$ cat config.mk
export PLATFORM = sky130hd
export DESIGN_NAME = alu_share_arbiter_flat
export DESIGN_NICKNAME = d
export VERILOG_FILES = /design/src/rtl/alu_share_arbiter_if.sv /design/src/rtl/alu_share_arbiter.sv /design/src/flat_wrapper.sv
export SDC_FILE = /design/constraint.sdc
export NUM_CORES = 1
export LEC_CHECK = 0
export ABC_AREA = 1
export CORE_AREA = 3 3 123 125
export CTS_BUF_LIST = sky130_fd_sc_hd__clkbuf_4
export CTS_CLUSTER_SIZE = 24
export DETAILED_ROUTE_END_ITERATION = 10
export DIE_AREA = 0 0 126 128
export PLACE_DENSITY = 0.63
export SYNTH_ARGS = -nofsm -noshare
export SYNTH_HDL_FRONTEND = slang
export SYNTH_SLANG_ARGS = --single-unit
$ cat constraint.sdc
create_clock -name clock -period 6.5 [get_ports clock]
set_input_delay 1.625 -clock clock [delete_from_list [all_inputs] [get_ports clock]]
set_output_delay 1.625 -clock clock [all_outputs]
set_load 0.05 [all_outputs]
$ cat src/rtl/alu_share_arbiter_if.sv
// Bundle for the shared-ALU arbiter: two requester channels, the ALU control/operand
// and result/flag lines, and the tagged response channel.
interface alu_share_arbiter_if #(
  parameter int DATA_W = 32,
  parameter int CNT_W  = 16
);
  logic              req0_valid;
  logic              req0_ready;
  logic [4:0]        req0_opcode;
  logic [4:0]        req0_shamt;
  logic [DATA_W-1:0] req0_a;
  logic [DATA_W-1:0] req0_b;

  logic              req1_valid;
  logic              req1_ready;
  logic [4:0]        req1_opcode;
  logic [4:0]        req1_shamt;
  logic [DATA_W-1:0] req1_a;
  logic [DATA_W-1:0] req1_b;

  logic [4:0]        ctrl_ALUopcode;
  logic [4:0]        ctrl_shiftamt;
  logic [DATA_W-1:0] data_operandA;
  logic [DATA_W-1:0] data_operandB;
  logic [DATA_W-1:0] data_result;
  logic              isNotEqual;
  logic              isLessThan;
  logic              overflow;

  logic              resp_valid;
  logic              resp_ready;
  logic              resp_tag;
  logic [DATA_W-1:0] resp_result;
  logic [2:0]        resp_flags;
  logic              resp_err;
  logic [CNT_W-1:0]  issued_cnt;

  // Arbiter side.
  modport slave (
    input  req0_valid, req0_opcode, req0_shamt, req0_a, req0_b,
    output req0_ready,
    input  req1_valid, req1_opcode, req1_shamt, req1_a, req1_b,
    output req1_ready,
    output ctrl_ALUopcode, ctrl_shiftamt, data_operandA, data_operandB,
    input  data_result, isNotEqual, isLessThan, overflow,
    output resp_valid, resp_tag, resp_result, resp_flags, resp_err,
    input  resp_ready,
    output issued_cnt
  );

  // Requesters, ALU and response consumer side.
  modport master (
    output req0_valid, req0_opcode, req0_shamt, req0_a, req0_b,
    input  req0_ready,
    output req1_valid, req1_opcode, req1_shamt, req1_a, req1_b,
    input  req1_ready,
    input  ctrl_ALUopcode, ctrl_shiftamt, data_operandA, data_operandB,
    output data_result, isNotEqual, isLessThan, overflow,
    input  resp_valid, resp_tag, resp_result, resp_flags, resp_err,
    output resp_ready,
    input  issued_cnt
  );
endinterface

$ cat src/rtl/alu_share_arbiter.sv
// Round-robin sharing of one combinational ALU between two requesters, with a
// one-entry tagged response buffer that supports same-cycle pass-through.
module alu_share_arbiter #(
  parameter int         DATA_W = 32,
  parameter int         CNT_W  = 16,
  parameter logic [4:0] MAX_OP = 5'b00101
) (
  input logic              clock,
  input logic              reset,
  alu_share_arbiter_if.slave bus
);

  typedef enum logic {
    EMPTY = 1'b0,
    FULL  = 1'b1
  } state_t;

  state_t            state_reg;
  state_t            state_next;
  logic              last_grant_reg;

  logic              can_issue;
  logic              grant_any;
  logic              grant_id;
  logic [1:0]        req_valid;
  logic [1:0]        grant_vec;
  logic [4:0]        req_opcode [2];
  logic [4:0]        req_shamt  [2];
  logic [DATA_W-1:0] req_a      [2];
  logic [DATA_W-1:0] req_b      [2];

  logic [4:0]        sel_opcode;
  logic [4:0]        sel_shamt;
  logic [DATA_W-1:0] sel_a;
  logic [DATA_W-1:0] sel_b;
  logic              illegal_op;

  logic              resp_tag_reg;
  logic [DATA_W-1:0] resp_result_reg;
  logic [2:0]        resp_flags_reg;
  logic              resp_err_reg;
  logic [CNT_W-1:0]  issued_cnt_reg;

  // Gather both requester channels into indexable arrays.
  genvar gi;
  generate
    for (gi = 0; gi < 2; gi++) begin : g_req
      if (gi == 0) begin : g_r0
        assign req_valid[gi]  = bus.req0_valid;
        assign req_opcode[gi] = bus.req0_opcode;
        assign req_shamt[gi]  = bus.req0_shamt;
        assign req_a[gi]      = bus.req0_a;
        assign req_b[gi]      = bus.req0_b;
      end else begin : g_r1
        assign req_valid[gi]  = bus.req1_valid;
        assign req_opcode[gi] = bus.req1_opcode;
        assign req_shamt[gi]  = bus.req1_shamt;
        assign req_a[gi]      = bus.req1_a;
        assign req_b[gi]      = bus.req1_b;
      end
      assign grant_vec[gi] = grant_any && (grant_id == 1'(gi));
    end
  endgenerate

  // Held in reset, nothing is granted so every output reads zero immediately.
  assign can_issue = !reset && ((state_reg == EMPTY) || bus.resp_ready);

  always_comb begin
    grant_any = 1'b0;
    grant_id  = 1'b0;
    if (can_issue) begin
      case (req_valid)
        2'b01: begin
          grant_any = 1'b1;
          grant_id  = 1'b0;
        end
        2'b10: begin
          grant_any = 1'b1;
          grant_id  = 1'b1;
        end
        2'b11: begin
          grant_any = 1'b1;
          grant_id  = ~last_grant_reg;
        end
        default: begin
          grant_any = 1'b0;
          grant_id  = 1'b0;
        end
      endcase
    end
  end

  always_comb begin
    sel_opcode = '0;
    sel_shamt  = '0;
    sel_a      = '0;
    sel_b      = '0;
    if (grant_any) begin
      sel_opcode = req_opcode[grant_id];
      sel_shamt  = req_shamt[grant_id];
      sel_a      = req_a[grant_id];
      sel_b      = req_b[grant_id];
    end
  end

  assign illegal_op = grant_any && (sel_opcode > MAX_OP);

  assign bus.req0_ready     = grant_vec[0];
  assign bus.req1_ready     = grant_vec[1];
  assign bus.ctrl_ALUopcode = sel_opcode;
  assign bus.ctrl_shiftamt  = sel_shamt;
  assign bus.data_operandA  = sel_a;
  assign bus.data_operandB  = sel_b;

  always_ff @(posedge clock or posedge reset) begin
    if (reset) begin
      state_reg <= EMPTY;
    end else begin
      state_reg <= state_next;
    end
  end

  always_comb begin
    state_next = state_reg;
    case (state_reg)
      EMPTY: begin
        if (grant_any) state_next = FULL;
      end
      FULL: begin
        if (grant_any)            state_next = FULL;
        else if (bus.resp_ready)  state_next = EMPTY;
      end
      default: state_next = EMPTY;
    endcase
  end

  // A grant overwrites the buffer; this is safe because a grant while FULL only
  // happens when the consumer takes the old response in the same cycle.
  always_ff @(posedge clock or posedge reset) begin
    if (reset) begin
      last_grant_reg  <= 1'b1;
      resp_tag_reg    <= 1'b0;
      resp_result_reg <= '0;
      resp_flags_reg  <= '0;
      resp_err_reg    <= 1'b0;
      issued_cnt_reg  <= '0;
    end else if (grant_any) begin
      last_grant_reg  <= grant_id;
      resp_tag_reg    <= grant_id;
      resp_err_reg    <= illegal_op;
      resp_result_reg <= illegal_op ? '0 : bus.data_result;
      resp_flags_reg  <= illegal_op ? 3'b000
                                    : {bus.overflow, bus.isLessThan, bus.isNotEqual};
      issued_cnt_reg  <= issued_cnt_reg + CNT_W'(1);
    end
  end

  assign bus.resp_valid  = (state_reg == FULL);
  assign bus.resp_tag    = resp_tag_reg;
  assign bus.resp_result = resp_result_reg;
  assign bus.resp_flags  = resp_flags_reg;
  assign bus.resp_err    = resp_err_reg;
  assign bus.issued_cnt  = issued_cnt_reg;

endmodule

$ cat src/flat_wrapper.sv
// flat-port wrapper written by rule: the top's interface ports become plain ports
module alu_share_arbiter_flat 
#(
  parameter int         DATA_W = 32,
  parameter int         CNT_W  = 16,
  parameter logic [4:0] MAX_OP = 5'b00101
)
  (clock, reset, bus_req0_valid, bus_req0_opcode, bus_req0_shamt, bus_req0_a, bus_req0_b, bus_req0_ready, bus_req1_valid, bus_req1_opcode, bus_req1_shamt, bus_req1_a, bus_req1_b, bus_req1_ready, bus_ctrl_ALUopcode, bus_ctrl_shiftamt, bus_data_operandA, bus_data_operandB, bus_data_result, bus_isNotEqual, bus_isLessThan, bus_overflow, bus_resp_valid, bus_resp_tag, bus_resp_result, bus_resp_flags, bus_resp_err, bus_resp_ready, bus_issued_cnt);
  alu_share_arbiter_if #(.DATA_W(DATA_W), .CNT_W(CNT_W)) bus_i ();
  input logic clock;
  input logic reset;
  input wire logic [$bits(bus_i.req0_valid)-1:0] bus_req0_valid;
  input wire logic [$bits(bus_i.req0_opcode)-1:0] bus_req0_opcode;
  input wire logic [$bits(bus_i.req0_shamt)-1:0] bus_req0_shamt;
  input wire logic [$bits(bus_i.req0_a)-1:0] bus_req0_a;
  input wire logic [$bits(bus_i.req0_b)-1:0] bus_req0_b;
  output wire logic [$bits(bus_i.req0_ready)-1:0] bus_req0_ready;
  input wire logic [$bits(bus_i.req1_valid)-1:0] bus_req1_valid;
  input wire logic [$bits(bus_i.req1_opcode)-1:0] bus_req1_opcode;
  input wire logic [$bits(bus_i.req1_shamt)-1:0] bus_req1_shamt;
  input wire logic [$bits(bus_i.req1_a)-1:0] bus_req1_a;
  input wire logic [$bits(bus_i.req1_b)-1:0] bus_req1_b;
  output wire logic [$bits(bus_i.req1_ready)-1:0] bus_req1_ready;
  output wire logic [$bits(bus_i.ctrl_ALUopcode)-1:0] bus_ctrl_ALUopcode;
  output wire logic [$bits(bus_i.ctrl_shiftamt)-1:0] bus_ctrl_shiftamt;
  output wire logic [$bits(bus_i.data_operandA)-1:0] bus_data_operandA;
  output wire logic [$bits(bus_i.data_operandB)-1:0] bus_data_operandB;
  input wire logic [$bits(bus_i.data_result)-1:0] bus_data_result;
  input wire logic [$bits(bus_i.isNotEqual)-1:0] bus_isNotEqual;
  input wire logic [$bits(bus_i.isLessThan)-1:0] bus_isLessThan;
  input wire logic [$bits(bus_i.overflow)-1:0] bus_overflow;
  output wire logic [$bits(bus_i.resp_valid)-1:0] bus_resp_valid;
  output wire logic [$bits(bus_i.resp_tag)-1:0] bus_resp_tag;
  output wire logic [$bits(bus_i.resp_result)-1:0] bus_resp_result;
  output wire logic [$bits(bus_i.resp_flags)-1:0] bus_resp_flags;
  output wire logic [$bits(bus_i.resp_err)-1:0] bus_resp_err;
  input wire logic [$bits(bus_i.resp_ready)-1:0] bus_resp_ready;
  output wire logic [$bits(bus_i.issued_cnt)-1:0] bus_issued_cnt;
  assign bus_i.req0_valid = bus_req0_valid;
  assign bus_i.req0_opcode = bus_req0_opcode;
  assign bus_i.req0_shamt = bus_req0_shamt;
  assign bus_i.req0_a = bus_req0_a;
  assign bus_i.req0_b = bus_req0_b;
  assign bus_req0_ready = bus_i.req0_ready;
  assign bus_i.req1_valid = bus_req1_valid;
  assign bus_i.req1_opcode = bus_req1_opcode;
  assign bus_i.req1_shamt = bus_req1_shamt;
  assign bus_i.req1_a = bus_req1_a;
  assign bus_i.req1_b = bus_req1_b;
  assign bus_req1_ready = bus_i.req1_ready;
  assign bus_ctrl_ALUopcode = bus_i.ctrl_ALUopcode;
  assign bus_ctrl_shiftamt = bus_i.ctrl_shiftamt;
  assign bus_data_operandA = bus_i.data_operandA;
  assign bus_data_operandB = bus_i.data_operandB;
  assign bus_i.data_result = bus_data_result;
  assign bus_i.isNotEqual = bus_isNotEqual;
  assign bus_i.isLessThan = bus_isLessThan;
  assign bus_i.overflow = bus_overflow;
  assign bus_resp_valid = bus_i.resp_valid;
  assign bus_resp_tag = bus_i.resp_tag;
  assign bus_resp_result = bus_i.resp_result;
  assign bus_resp_flags = bus_i.resp_flags;
  assign bus_resp_err = bus_i.resp_err;
  assign bus_i.resp_ready = bus_resp_ready;
  assign bus_issued_cnt = bus_i.issued_cnt;
  alu_share_arbiter #(.DATA_W(DATA_W), .CNT_W(CNT_W), .MAX_OP(MAX_OP)) u_core (.clock(clock), .reset(reset), .bus(bus_i));
endmodule
==> Flow_metrics.wiki, run 1 <==
{| class="wikitable"
! Metric !! Value
|-
| Clock root buffer || sky130_fd_sc_hd__clkbuf_4
|-
| Async SR Flop Fraction || 1.00
|-
| Startpoint kind of the worst setup timing path || primary input
|-
| Count of input and output buffers || about 320
|-
| Critical setup path kind || in -> out
|-
| Post-route ant nets || 0
|-
| Number of top-level design ports || approximately 320
|-
| Post-synth EDFFs || 0
|-
| Status || complete, no violations
|-
| Clock tree from TritonCTS || done
|-
| Maximum number of pins on one net before global-route repair || 71
|-
| Drt initial violations || approximately 200
|-
| Final setup skew || ~0.023 ns
|-
| Top cells by count, synth || 116 x sky130_fd_sc_hd__nand2_1, 70 x sky130_fd_sc_hd__a22o_1, 54 x sky130_fd_sc_hd__dfrtp_1
|-
| Count of nets after finishing || 868
|-
| Half-perimeter wire length of the detailed placement result || ~15 mm
|-
| Setup TNS after final layout || 0 ns
|-
| Layout cells sized above 1 || 0.171
|-
| Path type of the worst min-delay path || reg -> reg
|-
| Fraction of the yosys area taken by sequential cells || 0.410
|-
| Starting density of the core || 0.240
|-
| Static Leak || around 3.0 nW
|-
| Placeable Area || around 0.014 mm^2
|-
| Most used flip-flop cell after synthesis || sky130_fd_sc_hd__dfrtp_1
|-
| Max FFs per register || 32
|-
| Share of the synthesized area in the top cell type || 0.402
|-
| Count of mapped cells out of synthesis || 381
|-
| Synthesized flop and latch total || 55
|-
| Worst path slowest cell || sky130_fd_sc_hd__buf_4
|-
| Number of clock buffers inserted by TritonCTS || 5
|-
| FF+latch area || approximately 0.0014 mm^2
|-
| Max-slew violations || 0
|-
| Max clock buf depth || 2
|-
| Via count normalized by instance count || 4.76
|-
| Highest ir drop seen on vdd || 0.000131 V
|-
| Detailed Routing Iterations Pass 1 || 5
|-
| Unrepaired setup endpoints after global routing || false
|-
| Per-cell routed wire length || around 21 um
|-
| Worst Max-Slew Pin Slew || 0.717 ns
|-
| Largest stage delay on the critical path || between 0.6 and 0.7 ns
|-
| Remaining design rule violation count || 0
|-
| Area occupied by multi-input gates || between 0.0015 and 0.002 mm^2
|-
| Most numerous cell on the critical path || sky130_fd_sc_hd__nand2_1
|-
| GP Congestion || around 0.95
|-
| Average cell area after synthesis || 8.82 um^2
|-
| Vias || approximately 4100
|-
| Largest fanout on the critical path || 58
|-
| Std-Cell Rows || between 40 and 50
|-
| Syn nets || 570
|-
| Area growth from synthesis to layout || 96.4%
|-
| GRT Residual Overflow || 0
|-
| Overall global routing resource usage || 0.212
|-
| Hold violation total from the final report || 0
|-
| Setup slack of the worst register-to-register path || 3.44 ns
|-
| Setup crit end kind || primary output
|-
| Post-route total power || about 0.0016 W
|-
| Clock latency of the later-clocked register in the worst-skew pair || between 0.3 and 0.4 ns
|-
| Clock transition at the registers of the reported paths || 0.17 ns
|-
| Total buffers and inverters traversed by the critical path || 4
|-
| Chip width || between 100 and 150 um
|-
| Yosys cell types || 28
|-
| Total detailed-routing wirelength || between 15 and 20 mm
|-
| Final critical-path share of the clock period || 0.845
|-
| Number of instances resized during post-cts repair || 0
|-
| Filler Cells Inserted || roughly 1300
|-
| Fmax achieved || around 180 MHz
|-
| Library cell with the highest instance count after synthesis || sky130_fd_sc_hd__nand2_1
|-
| Leading area contributor after synthesis || sky130_fd_sc_hd__dfrtp_1
|-
| Via count of the first global-routing pass || around 4200
|-
| Syn. warnings || 0
|-
| Antenna violations before repair || 2
|-
| Most area-consuming cells after synthesis || sky130_fd_sc_hd__dfrtp_1 40%, sky130_fd_sc_hd__a22o_1 18%, sky130_fd_sc_hd__nand2_1 13%
|-
| Cell Area, Synth || about 0.0034 mm^2
|-
| Data arrival time of the critical path || about 3.9 ns
|-
| Count of hold-fix buffers inserted at cts || 0
|-
| Cell-by-cell trace of the critical path || clkdlybuf4s50_1 -> inv_2 -> nand2_1 -> nand2_2 -> nor2_4 -> buf_4 -> nand2_1 -> nand2_1 -> buf_4
|-
| Total setup buffers inserted after CTS || 0
|-
| Required time at the endpoint of the critical path || 4.88 ns
|-
| Family with the most delay on the worst path || buffers and inverters
|-
| Total Die Area || between 0.015 and 0.02 mm^2
|-
| Global-route wire length before repair || 26.1 mm
|-
| CTS H-Tree Depth || 2
|-
| CTS sink count || 55
|-
| Power density over the cells || 238 mW/mm^2
|-
| Max_slew headroom || 0.522
|-
| Shortest clock period the worst path allows after layout || approximately 5.5 ns
|-
| Number of violations of the max-capacitance limit || 0
|-
| Count of endpoints failing setup in the final report || 0
|-
| Die extent in y || around 130 um
|}
## final timing paths
| check | start | end | depth (start not counted) |
|---|---|---|---|
| max reg2reg | u_core.bus.resp_valid | u_core.bus.resp_flags[0] | 9 |
| max in group asynchronous | reset | u_core.bus.resp_result[23] | 3 |
| max | bus_resp_ready | bus_ctrl_ALUopcode[2] | 9 |
| min in group asynchronous | reset | u_core.bus.resp_result[2] | 3 |
| min | u_core.last_grant_reg | u_core.last_grant_reg | 2 |
| min reg2reg | u_core.last_grant_reg | u_core.last_grant_reg | 2 |
## per-layer routing
| layer | vias up | routed length [um] | track usage | share of wire |
|---|---|---|---|---|
| met4 | 0 | 170 | 0.0379 | 0.0094 |
| met3 | 10 | 1420 | 0.0529 | 0.079 |
| li1 | 1940 | - | - | - |
| met2 | 182 | 9000 | 0.363 | 0.50 |
| met5 | - | 0 | 0 | 0 |
| met1 | 1975 | 7420 | 0.275 | 0.41 |
## worst reg2reg max path, stage by stage, from the launching register on
cell	delay [ns]
sky130_fd_sc_hd__dfrtp_1	0.47
sky130_fd_sc_hd__nand2_1	0.12
sky130_fd_sc_hd__nand2_2	0.07
sky130_fd_sc_hd__nor2_4	0.43
sky130_fd_sc_hd__buf_4	0.61
sky130_fd_sc_hd__nand2_1	0.13
sky130_fd_sc_hd__nand2_1	0.17
sky130_fd_sc_hd__nand2_2	0.38
sky130_fd_sc_hd__nand2_2	0.48
sky130_fd_sc_hd__a21oi_1	0.08
## logic make-up (layout without fill, tap and decap cells)
kind of cell               after synthesis  in the layout  share of synthesized area
DFF                                     55             55                      0.410
AOI/OAI and AO/OA                       87             87                      0.222
xor gates and xnor gates                11             11                     0.0287
adders and majority gates                1              1                    0.00372
other                                    0              3                          0
and+or+nand+nor                        181            181                      0.259
buffers and inverters                   46            345                     0.0767
## placed cells by master, fill, tap and decap left out, types with 3 or more instances in the layout
cell type | netlist | layout
sky130_fd_sc_hd__dfrtp_1 | 54 | 54
sky130_fd_sc_hd__buf_12 | 0 | 10
sky130_fd_sc_hd__a22o_1 | 70 | 70
sky130_fd_sc_hd__o21ai_0 | 3 | 3
sky130_fd_sc_hd__diode_2 | 0 | 3
sky130_fd_sc_hd__xor2_1 | 6 | 6
sky130_fd_sc_hd__xnor2_1 | 5 | 5
sky130_fd_sc_hd__nand3_1 | 9 | 9
sky130_fd_sc_hd__nand2_1 | 116 | 116
sky130_fd_sc_hd__clkbuf_4 | 0 | 5
sky130_fd_sc_hd__a21oi_2 | 10 | 10
sky130_fd_sc_hd__nand4_1 | 30 | 30
sky130_fd_sc_hd__nand2_2 | 7 | 7
sky130_fd_sc_hd__nor2_1 | 7 | 7
sky130_fd_sc_hd__inv_1 | 14 | 13
sky130_fd_sc_hd__buf_4 | 11 | 68
sky130_fd_sc_hd__a21oi_1 | 3 | 3
sky130_fd_sc_hd__clkdlybuf4s50_1 | 0 | 243
sky130_fd_sc_hd__nor2_4 | 4 | 4
## where the power goes
group / leakage, nW / total (W) / switching [W] / internal, W
Clock: 0.0289 / 0.000155 / 0.000114 / 0.0000418
Sequential: 0.705 / 0.000469 / 0.0000608 / 0.000408
Combinational: 2.24 / 0.000948 / 0.000596 / 0.000353
## stage by stage
| stage | hold slack, ns | utilization | worst slack [ns] | instance area, um^2 | cells |
|---|---|---|---|---|---|
| floorplan | 0.443 | - | 0.721 | 3360 | 381 |
| global placement | 0.457 | 0.467 | 1.10 | 6530 | 852 |
| detailed placement | 0.458 | 0.467 | 1.05 | 6530 | 852 |
| CTS | 0.480 | 0.471 | 1.03 | 6590 | 860 |
| global route | 0.521 | 0.472 | 0.896 | 6600 | 863 |
| finish | 0.479 | 0.472 | 1.01 | 6600 | 863 |
## cell type report
type,instances,area share
antenna,3,0.00114
clock buffer,5,0.00569
clock inverter,3,0.00303
inverter,16,0.00948
multi-input combinational,280,0.261
sequential,55,0.209
tap,180,0.0341
timing repair buffer,321,0.476
Power figures use the tool's default switching activity.
==> run 2, diff against run 1 <==
--- a/config.mk
+++ b/config.mk
@@ -6,12 +6,13 @@
 export NUM_CORES = 1
 export LEC_CHECK = 0
 export ABC_AREA = 1
-export CORE_AREA = 3 3 123 125
+export CORE_ASPECT_RATIO = 0.5
+export CORE_MARGIN = 3
+export CORE_UTILIZATION = 28
 export CTS_BUF_LIST = sky130_fd_sc_hd__clkbuf_4
 export CTS_CLUSTER_SIZE = 24
 export DETAILED_ROUTE_END_ITERATION = 10
-export DIE_AREA = 0 0 126 128
-export PLACE_DENSITY = 0.63
+export PLACE_DENSITY = 0.76
 export SYNTH_ARGS = -nofsm -noshare
 export SYNTH_HDL_FRONTEND = slang
 export SYNTH_SLANG_ARGS = --single-unit
==> constraint.sdc (replaced) <==
create_clock -name clock -period 4.9 [get_ports clock]
set_input_delay 1.225 -clock clock [delete_from_list [all_inputs] [get_ports clock]]
set_output_delay 1.225 -clock clock [all_outputs]
set_load 0.05 [all_outputs]
==> Flow_metrics.wiki, run 2 (synthesis gave the netlist of run 1 again) <==
{| class="wikitable"
! Metric !! Value
|-
| Status || complete, no violations
|-
| Commonest non-fill, non-tap cell in the layout || sky130_fd_sc_hd__clkdlybuf4s50_1
|-
| Met3 usage in global routing || 0.0614 (+0.00853)
|-
| Max FFs per register || 32 (unchanged)
|-
| CTS sink count || 55 (unchanged)
|-
| Most numerous cell on the critical path || sky130_fd_sc_hd__buf_12
|-
| Number of violations of the max-capacitance limit || 0 (unchanged)
|-
| Highest ir drop seen on vdd || 0.000208 V (+60%)
|-
| Area occupied by multi-input gates || 0.00173 mm^2 (unchanged)
|-
| Largest stage delay on the critical path || 0.50 ns (-0.11 ns)
|-
| Final critical-path share of the clock period || 0.890
|-
| Path type of the worst min-delay path || reg -> reg
|-
| Power density over the cells || 301 mW/mm^2 (+26%)
|-
| Chip width || 161 um (+28%)
|-
| M2 GR Usage || 0.433 (+0.0696)
|-
| Unrepaired setup endpoints after global routing || false
|-
| Max_slew headroom || 0.531 (+0.00911)
|-
| Overall global routing resource usage || 0.242 (+0.0299)
|-
| Count of endpoints failing setup in the final report || 0 (unchanged)
|-
| R2r startpoint || u_core.bus.resp_valid
|-
| Final setup skew || 0.00969 ns (-0.0138 ns)
|-
| Clock transition at the registers of the reported paths || 0.14 ns (-0.03 ns)
|-
| Antenna violations before repair || 1 (-1)
|-
| GRT busiest layer || met2
|-
| Worst hold start || u_core.last_grant_reg
|-
| Layout cells sized above 1 || 0.174 (+0.00294)
|-
| Total cell area at the placement stage || 0.00736 mm^2 (+13%)
|-
| Shortest clock period the worst path allows after layout || roughly 4.4 ns
|-
| Met1 track utilization from global routing || 0.297 (+0.0212)
|-
| Area growth from synthesis to layout || 121%
|-
| Detailed Routing Iterations Pass 1 || 4 (-1)
|-
| Max clock buf depth || 2 (unchanged)
|-
| Total setup buffers inserted after CTS || 0 (unchanged)
|-
| Maximum number of pins on one net before global-route repair || 77 (+8.5%)
|-
| Hold violation total from the final report || 0 (unchanged)
|-
| Required time at the endpoint of the critical path || 3.67 ns (-1.21 ns)
|-
| Via count of the first global-routing pass || 4195 (+0.74%)
|-
| Worst Max-Slew Pin Slew || 0.703 ns (-0.0137 ns)
|-
| Fmax achieved || between 200 and 250 MHz
|-
| Per-cell routed wire length || 19.9 um (-4.5%)
|-
| Post-route ant nets || 0 (unchanged)
|-
| Count of nets after finishing || 869 (+0.12%)
|-
| CTS H-Tree Depth || 2 (unchanged)
|-
| Placeable Area || 0.0114 mm^2 (-19%)
|-
| Max-slew violations || 0 (unchanged)
|-
| Remaining design rule violation count || 0 (unchanged)
|-
| Count of input and output buffers || 317 (unchanged)
|-
| Total detailed-routing wirelength || 16.7 mm (-7.2%)
|-
| Std-Cell Rows || 27 (-37%)
|-
| GRT Residual Overflow || 0 (unchanged)
|-
| Worst path slowest cell || sky130_fd_sc_hd__clkdlybuf4s50_1
|-
| Via count normalized by instance count || 4.79 (+0.73%)
|-
| Total Die Area || 0.0134 mm^2 (-17%)
|-
| GP Congestion || 0.943 (-0.56%)
|-
| Startpoint kind of the worst setup timing path || primary input
|-
| Cell area after layout || 0.00741 mm^2 (+12%)
|-
| Number of top-level design ports || 318 (unchanged)
|-
| Clock tree from TritonCTS || done
|-
| Data arrival time of the critical path || 3.14 ns (-0.73 ns)
|-
| Half-perimeter wire length of the detailed placement result || 13.6 mm (-7.1%)
|-
| Vias || 4022 (-2.1%)
|-
| Setup crit end kind || primary output
|-
| Count of hold-fix buffers inserted at cts || 0 (unchanged)
|-
| Largest fanout on the critical path || 43 (-26%)
|-
| Clock root buffer || sky130_fd_sc_hd__clkbuf_4
|-
| Drt initial violations || 231 (+16%)
|-
| Number of clock buffers inserted by TritonCTS || 5 (unchanged)
|-
| Critical setup path kind || in -> out
|-
| Static Leak || 3.21 nW (+7.9%)
|-
| Starting density of the core || 0.296 (+0.0558)
|-
| Clock latency of the later-clocked register in the worst-skew pair || 0.39 ns (about the same)
|-
| Global-route wire length before repair || 25.4 mm (-3.0%)
|-
| Number of instances resized during post-cts repair || 0 (unchanged)
|-
| Setup slack of the worst register-to-register path || 2.45 ns (-0.99 ns)
|-
| Antenna cells || 0 (-3)
|-
| Critical Path Start || reset
|-
| Setup TNS after final layout || 0 ns (unchanged)
|-
| Filler Cells Inserted || 899 (-33%)
|-
| Die extent in y || 83.5 um (-35%)
|-
| FF+latch area || 0.00138 mm^2 (unchanged)
|-
| Most used cells in the layout excluding fill and tap cells || 241 x sky130_fd_sc_hd__clkdlybuf4s50_1, 116 x sky130_fd_sc_hd__nand2_1, 78 x sky130_fd_sc_hd__buf_12
|-
| Cell-by-cell trace of the critical path || clkdlybuf4s50_1 -> a21oi_4 -> nand2_4 -> nor2_8 -> buf_12 -> a22o_1 -> buf_12
|}
[run 2: layout make-up]
type / count / area share
tap: 159 / 0.0268
inverter: 16 / 0.00895
multi-input combinational: 280 / 0.233
clock buffer: 5 / 0.00506
clock inverter: 2 / 0.00118
timing repair buffer: 322 / 0.539
sequential: 55 / 0.186
[run 2: worst max-delay path, delay by kind of cell]
family / cells / cell delay (ns)
AND/OR/NAND/NOR: 2 / 0.43
buffers and inverters: 3 / 0.93
AO/OA/AOI/OAI: 2 / 0.54
[run 2: metal layers]
layer | vias up | share of wire | wire length [um]
met3 | 24 | 0.071 | 1190
met4 | 2 | 0.015 | 257
met1 | 1916 | 0.40 | 6640
met2 | 147 | 0.52 | 8620
li1 | 1933 | - | -
met5 | - | 0.00078 | 13
[run 2: where the power goes]
group	total [W]	internal, W	switching, W
Sequential	0.000623	0.000541	0.0000820
Combinational	0.00141	0.000591	0.000822
Clock	0.000193	0.0000513	0.000141
[run 2: worst paths after layout]
path	to	cells past startpoint
setup / recovery	bus_data_operandB[0]	7
hold / removal	u_core.last_grant_reg	2
setup reg to reg	u_core.bus.resp_flags[1]	9
hold reg to reg	u_core.last_grant_reg	2
max in group asynchronous	u_core.bus.resp_result[25]	3
min in group asynchronous	u_core.bus.issued_cnt[13]	3
[run 2: metrics by stage]
step	hold WS (ns)	worst slack, ns	std cells	utilization	power (W)
finish	0.479	0.537	839	0.653	0.00223
floorplan	0.443	0.309	381	-	0.00139
CTS	0.479	0.532	839	0.653	0.00225
detailed placement	0.459	0.556	832	0.649	0.00205
global placement	0.454	0.546	832	0.649	0.00203
global route	0.496	0.424	839	0.653	0.00233
==> run 3, diff against run 2 <==
--- a/config.mk
+++ b/config.mk
@@ -10,8 +10,9 @@
 export CORE_MARGIN = 3
 export CORE_UTILIZATION = 28
 export CTS_BUF_LIST = sky130_fd_sc_hd__clkbuf_4
-export CTS_CLUSTER_SIZE = 24
+export CTS_CLUSTER_SIZE = 16
 export DETAILED_ROUTE_END_ITERATION = 10
+export GPL_TIMING_DRIVEN = 0
 export PLACE_DENSITY = 0.76
 export SYNTH_ARGS = -nofsm -noshare
 export SYNTH_HDL_FRONTEND = slang
==> Flow_metrics.wiki, run 3 (synthesis gave the netlist of run 1 again) <==
{| class="wikitable"
! Metric !! Value
|-
| Count of input and output buffers || 317 (unchanged)
|-
| Number of top-level design ports || 318 (unchanged)
|-
| Startpoint kind of the worst setup timing path || primary input
|-
| GP Congestion || 0.938 (-0.55%)
|-
| Global-route wire length before repair || 25.8 mm (+1.8%)
|-
| Clock transition at the registers of the reported paths || 0.14 ns (about the same)
|-
| Worst path slowest cell || sky130_fd_sc_hd__clkdlybuf4s15_1
|-
| Total cell area at the placement stage || 0.00674 mm^2 (-8.5%)
|-
| Power density over the cells || 320 mW/mm^2 (+6.4%)
|-
| Drt initial violations || 212 (-8.2%)
|-
| Post-route total power || 0.00208 W (-6.6%)
|-
| Path type of the worst min-delay path || reg -> reg
|-
| Final critical-path share of the clock period || 0.929 (+0.0383)
|-
| Total Die Area || 0.0134 mm^2 (unchanged)
|-
| Final-layout worst hold slack || 0.475 ns (-0.00320 ns)
|-
| Starting density of the core || 0.296 (unchanged)
|-
| Highest ir drop seen on vdd || 0.000180 V (-13%)
|-
| GRT busiest layer || met2
|-
| Share of total power in the clock network || 0.105 (+0.019)
|-
| Max_slew headroom || 0.514 (-0.0171)
|-
| Most used cells in the layout excluding fill and tap cells || 244 x sky130_fd_sc_hd__clkdlybuf4s50_1, 116 x sky130_fd_sc_hd__nand2_1, 70 x sky130_fd_sc_hd__a22o_1
|-
| Number of violations of the max-capacitance limit || 0 (unchanged)
|-
| Count of endpoints failing setup in the final report || 0 (unchanged)
|-
| Unrepaired setup endpoints after global routing || false
|-
| Max FFs per register || 32 (unchanged)
|-
| Data arrival time of the critical path || 3.33 ns (+0.19 ns)
|-
| Status || complete, no violations
|-
| GRT Residual Overflow || 0 (unchanged)
|-
| Area occupied by multi-input gates || 0.00173 mm^2 (unchanged)
|-
| Shortest clock period the worst path allows after layout || 4.55 ns (+0.188 ns)
|-
| Hold violation total from the final report || 0 (unchanged)
|-
| Reg power frac || 0.298 (+0.018)
|-
| M2 GR Usage || 0.396 (-0.0369)
|-
| Static Leak || 3.04 nW (-5.3%)
|-
| Maximum number of pins on one net before global-route repair || 29 (-62%)
|-
| Chip width || 161 um (unchanged)
|-
| Half-perimeter wire length of the detailed placement result || 13.8 mm (+1.7%)
|-
| Number of clock buffers inserted by TritonCTS || 5 (unchanged)
|-
| FF+latch area || 0.00138 mm^2 (unchanged)
|-
| Std-Cell Rows || 27 (unchanged)
|-
| Overall global routing resource usage || 0.245 (+0.00304)
|-
| Final setup skew || 0.0255 ns (+0.0158 ns)
|-
| Net switching power figure || 0.00104 W (-0.85%)
|-
| CTS H-Tree Depth || 2 (unchanged)
|-
| CTS sink count || 55 (unchanged)
|-
| Number of non-filler instances in the completed layout || 868 (+3.5%)
|-
| Largest fanout on the critical path || 10 (-77%)
|-
| Met1 track utilization from global routing || 0.324 (+0.0276)
|-
| Cell-by-cell trace of the critical path || clkdlybuf4s50_1 -> inv_2 -> nand2_1 -> nand2_2 -> nor2_4 -> buf_4 -> buf_2 -> a22o_1 -> clkdlybuf4s15_1
|-
| Count of nets after finishing || 897 (+3.2%)
|-
| Setup crit end kind || primary output
|-
| Cell area after layout || 0.00651 mm^2 (-12%)
|-
| Comb pwr share || 0.597 (-0.037)
|-
| Internal power of the cells || 0.00105 W (-12%)
|-
| Die extent in y || 83.5 um (unchanged)
|-
| Antenna cells || 0 (unchanged)
|-
| Met3 usage in global routing || 0.0679 (+0.00644)
|-
| Clock latency of the later-clocked register in the worst-skew pair || 0.40 ns (about the same)
|-
| Detailed Routing Iterations Pass 1 || 4 (unchanged)
|-
| Number of cells after detailed placement || 857 (+3.0%)
|-
| Per-cell routed wire length || 19.5 um (-1.9%)
|-
| Vias || 4141 (+3.0%)
|-
| Clock tree from TritonCTS || done
|-
| Critical setup path kind || in -> out
|-
| Commonest non-fill, non-tap cell in the layout || sky130_fd_sc_hd__clkdlybuf4s50_1
|-
| Layout cells sized above 1 || 0.196 (+0.0225)
|-
| Max clock buf depth || 2 (unchanged)
|-
| Placeable Area || 0.0114 mm^2 (unchanged)
|-
| Clock root buffer || sky130_fd_sc_hd__clkbuf_4
|-
| Fraction of power spent switching nets || 0.498 (+0.0288)
|-
| Via count normalized by instance count || 4.77 (-0.48%)
|-
| Required time at the endpoint of the critical path || 3.67 ns (about the same)
|-
| Filler Cells Inserted || 1046 (+16%)
|-
| Largest stage delay on the critical path || 0.51 ns (about the same)
|-
| Total detailed-routing wirelength || 17.0 mm (+1.5%)
|-
| Area growth from synthesis to layout || 93.6%
|-
| Remaining design rule violation count || 0 (unchanged)
|-
| Post-route ant nets || 0 (unchanged)
|-
| Antenna violations before repair || 1 (unchanged)
|-
| Worst Max-Slew Pin Slew || 0.725 ns (+0.0216 ns)
|-
| Fmax achieved || 220 MHz (-4.1%)
|-
| Via count of the first global-routing pass || 4246 (+1.2%)
|-
| Max-slew violations || 0 (unchanged)
|}
==> run 3: cell types whose count changed in the layout (fill, tap and decap cells not counted), moves of 3 or more <==
cell and change:
sky130_fd_sc_hd__buf_2 +15, sky130_fd_sc_hd__buf_6 +3, sky130_fd_sc_hd__buf_12 -78, sky130_fd_sc_hd__clkbuf_2 +64
sky130_fd_sc_hd__clkdlybuf4s50_1 +3, sky130_fd_sc_hd__clkdlybuf4s15_2 +4, sky130_fd_sc_hd__buf_4 +9
==> run 3: worst max-delay path, delay by kind of cell <==
family | cells | cell delay, ns
compound gates | 1 | 0.18
simple gates | 3 | 0.37
buf+inv | 5 | 1.54
==> run 3: final cells by class <==
class | instances | share of cell area
Buffer | 30 | 0.0300
Clock buffer | 6 | 0.00692
Clock inverter | 2 | 0.00269
Inverter | 16 | 0.0102
Multi-Input combinational cell | 280 | 0.265
Sequential cell | 55 | 0.212
Tap cell | 159 | 0.0306
Timing Repair Buffer | 318 | 0.441
Timing Repair inverter | 2 | 0.00192
==> run 3: power groups by stage <==
stage                     sequential (W)  clock [W]  combinational (W)
after CTS                       0.000620   0.000228            0.00126
after detailed placement        0.000628          0            0.00129
after global placement          0.000627          0            0.00128
final                           0.000620   0.000219            0.00124
after floorplan                 0.000919          0           0.000466
after global routing            0.000637   0.000240            0.00130
==> run 3: path summary, 6_finish.rpt <==
path                                        from                         end  slack, ns  depth (start not counted)
setup / recovery                  bus_resp_ready        bus_data_operandB[1]       0.35                          9
hold / removal             u_core.last_grant_reg       u_core.last_grant_reg       0.48                          2
setup reg to reg           u_core.bus.resp_valid  u_core.bus.resp_result[12]       3.23                          7
hold reg to reg            u_core.last_grant_reg       u_core.last_grant_reg       0.48                          2
max in group asynchronous                  reset         u_core.bus.resp_err       3.37                          2
min in group asynchronous                  reset  u_core.bus.resp_result[26]       1.11                          2
==> run 3: timing repair <==
| action | 4_1_cts | 5_1_grt |
|---|---|---|
| gates cloned | 2 | 0 |
| hold buffers | 0 | 0 |
| setup endpoints to repair | 76 | 70 |
| setup buffers | 1 | 0 |
| gates resized for setup | 83 | 127 |
==> run 3: per-stage QoR <==
stage / TNS [ns] / utilization / setup slack [ns]
2_1_floorplan: 0 / - / 0.309
3_3_place_gp: -94.77 / 0.593 / -1.39
3_5_place_dp: -95.09 / 0.593 / -1.39
4_1_cts: 0 / 0.594 / 0.000536
5_1_grt: 0 / 0.573 / 0.237
6_report: 0 / 0.573 / 0.349
==> run 3: metal layers <==
layer / vias to the layer above / share of wire
met5: - / 0.00077
met4: 2 / 0.024
met3: 29 / 0.072
met2: 160 / 0.47
met1: 1957 / 0.43
li1: 1993 / -
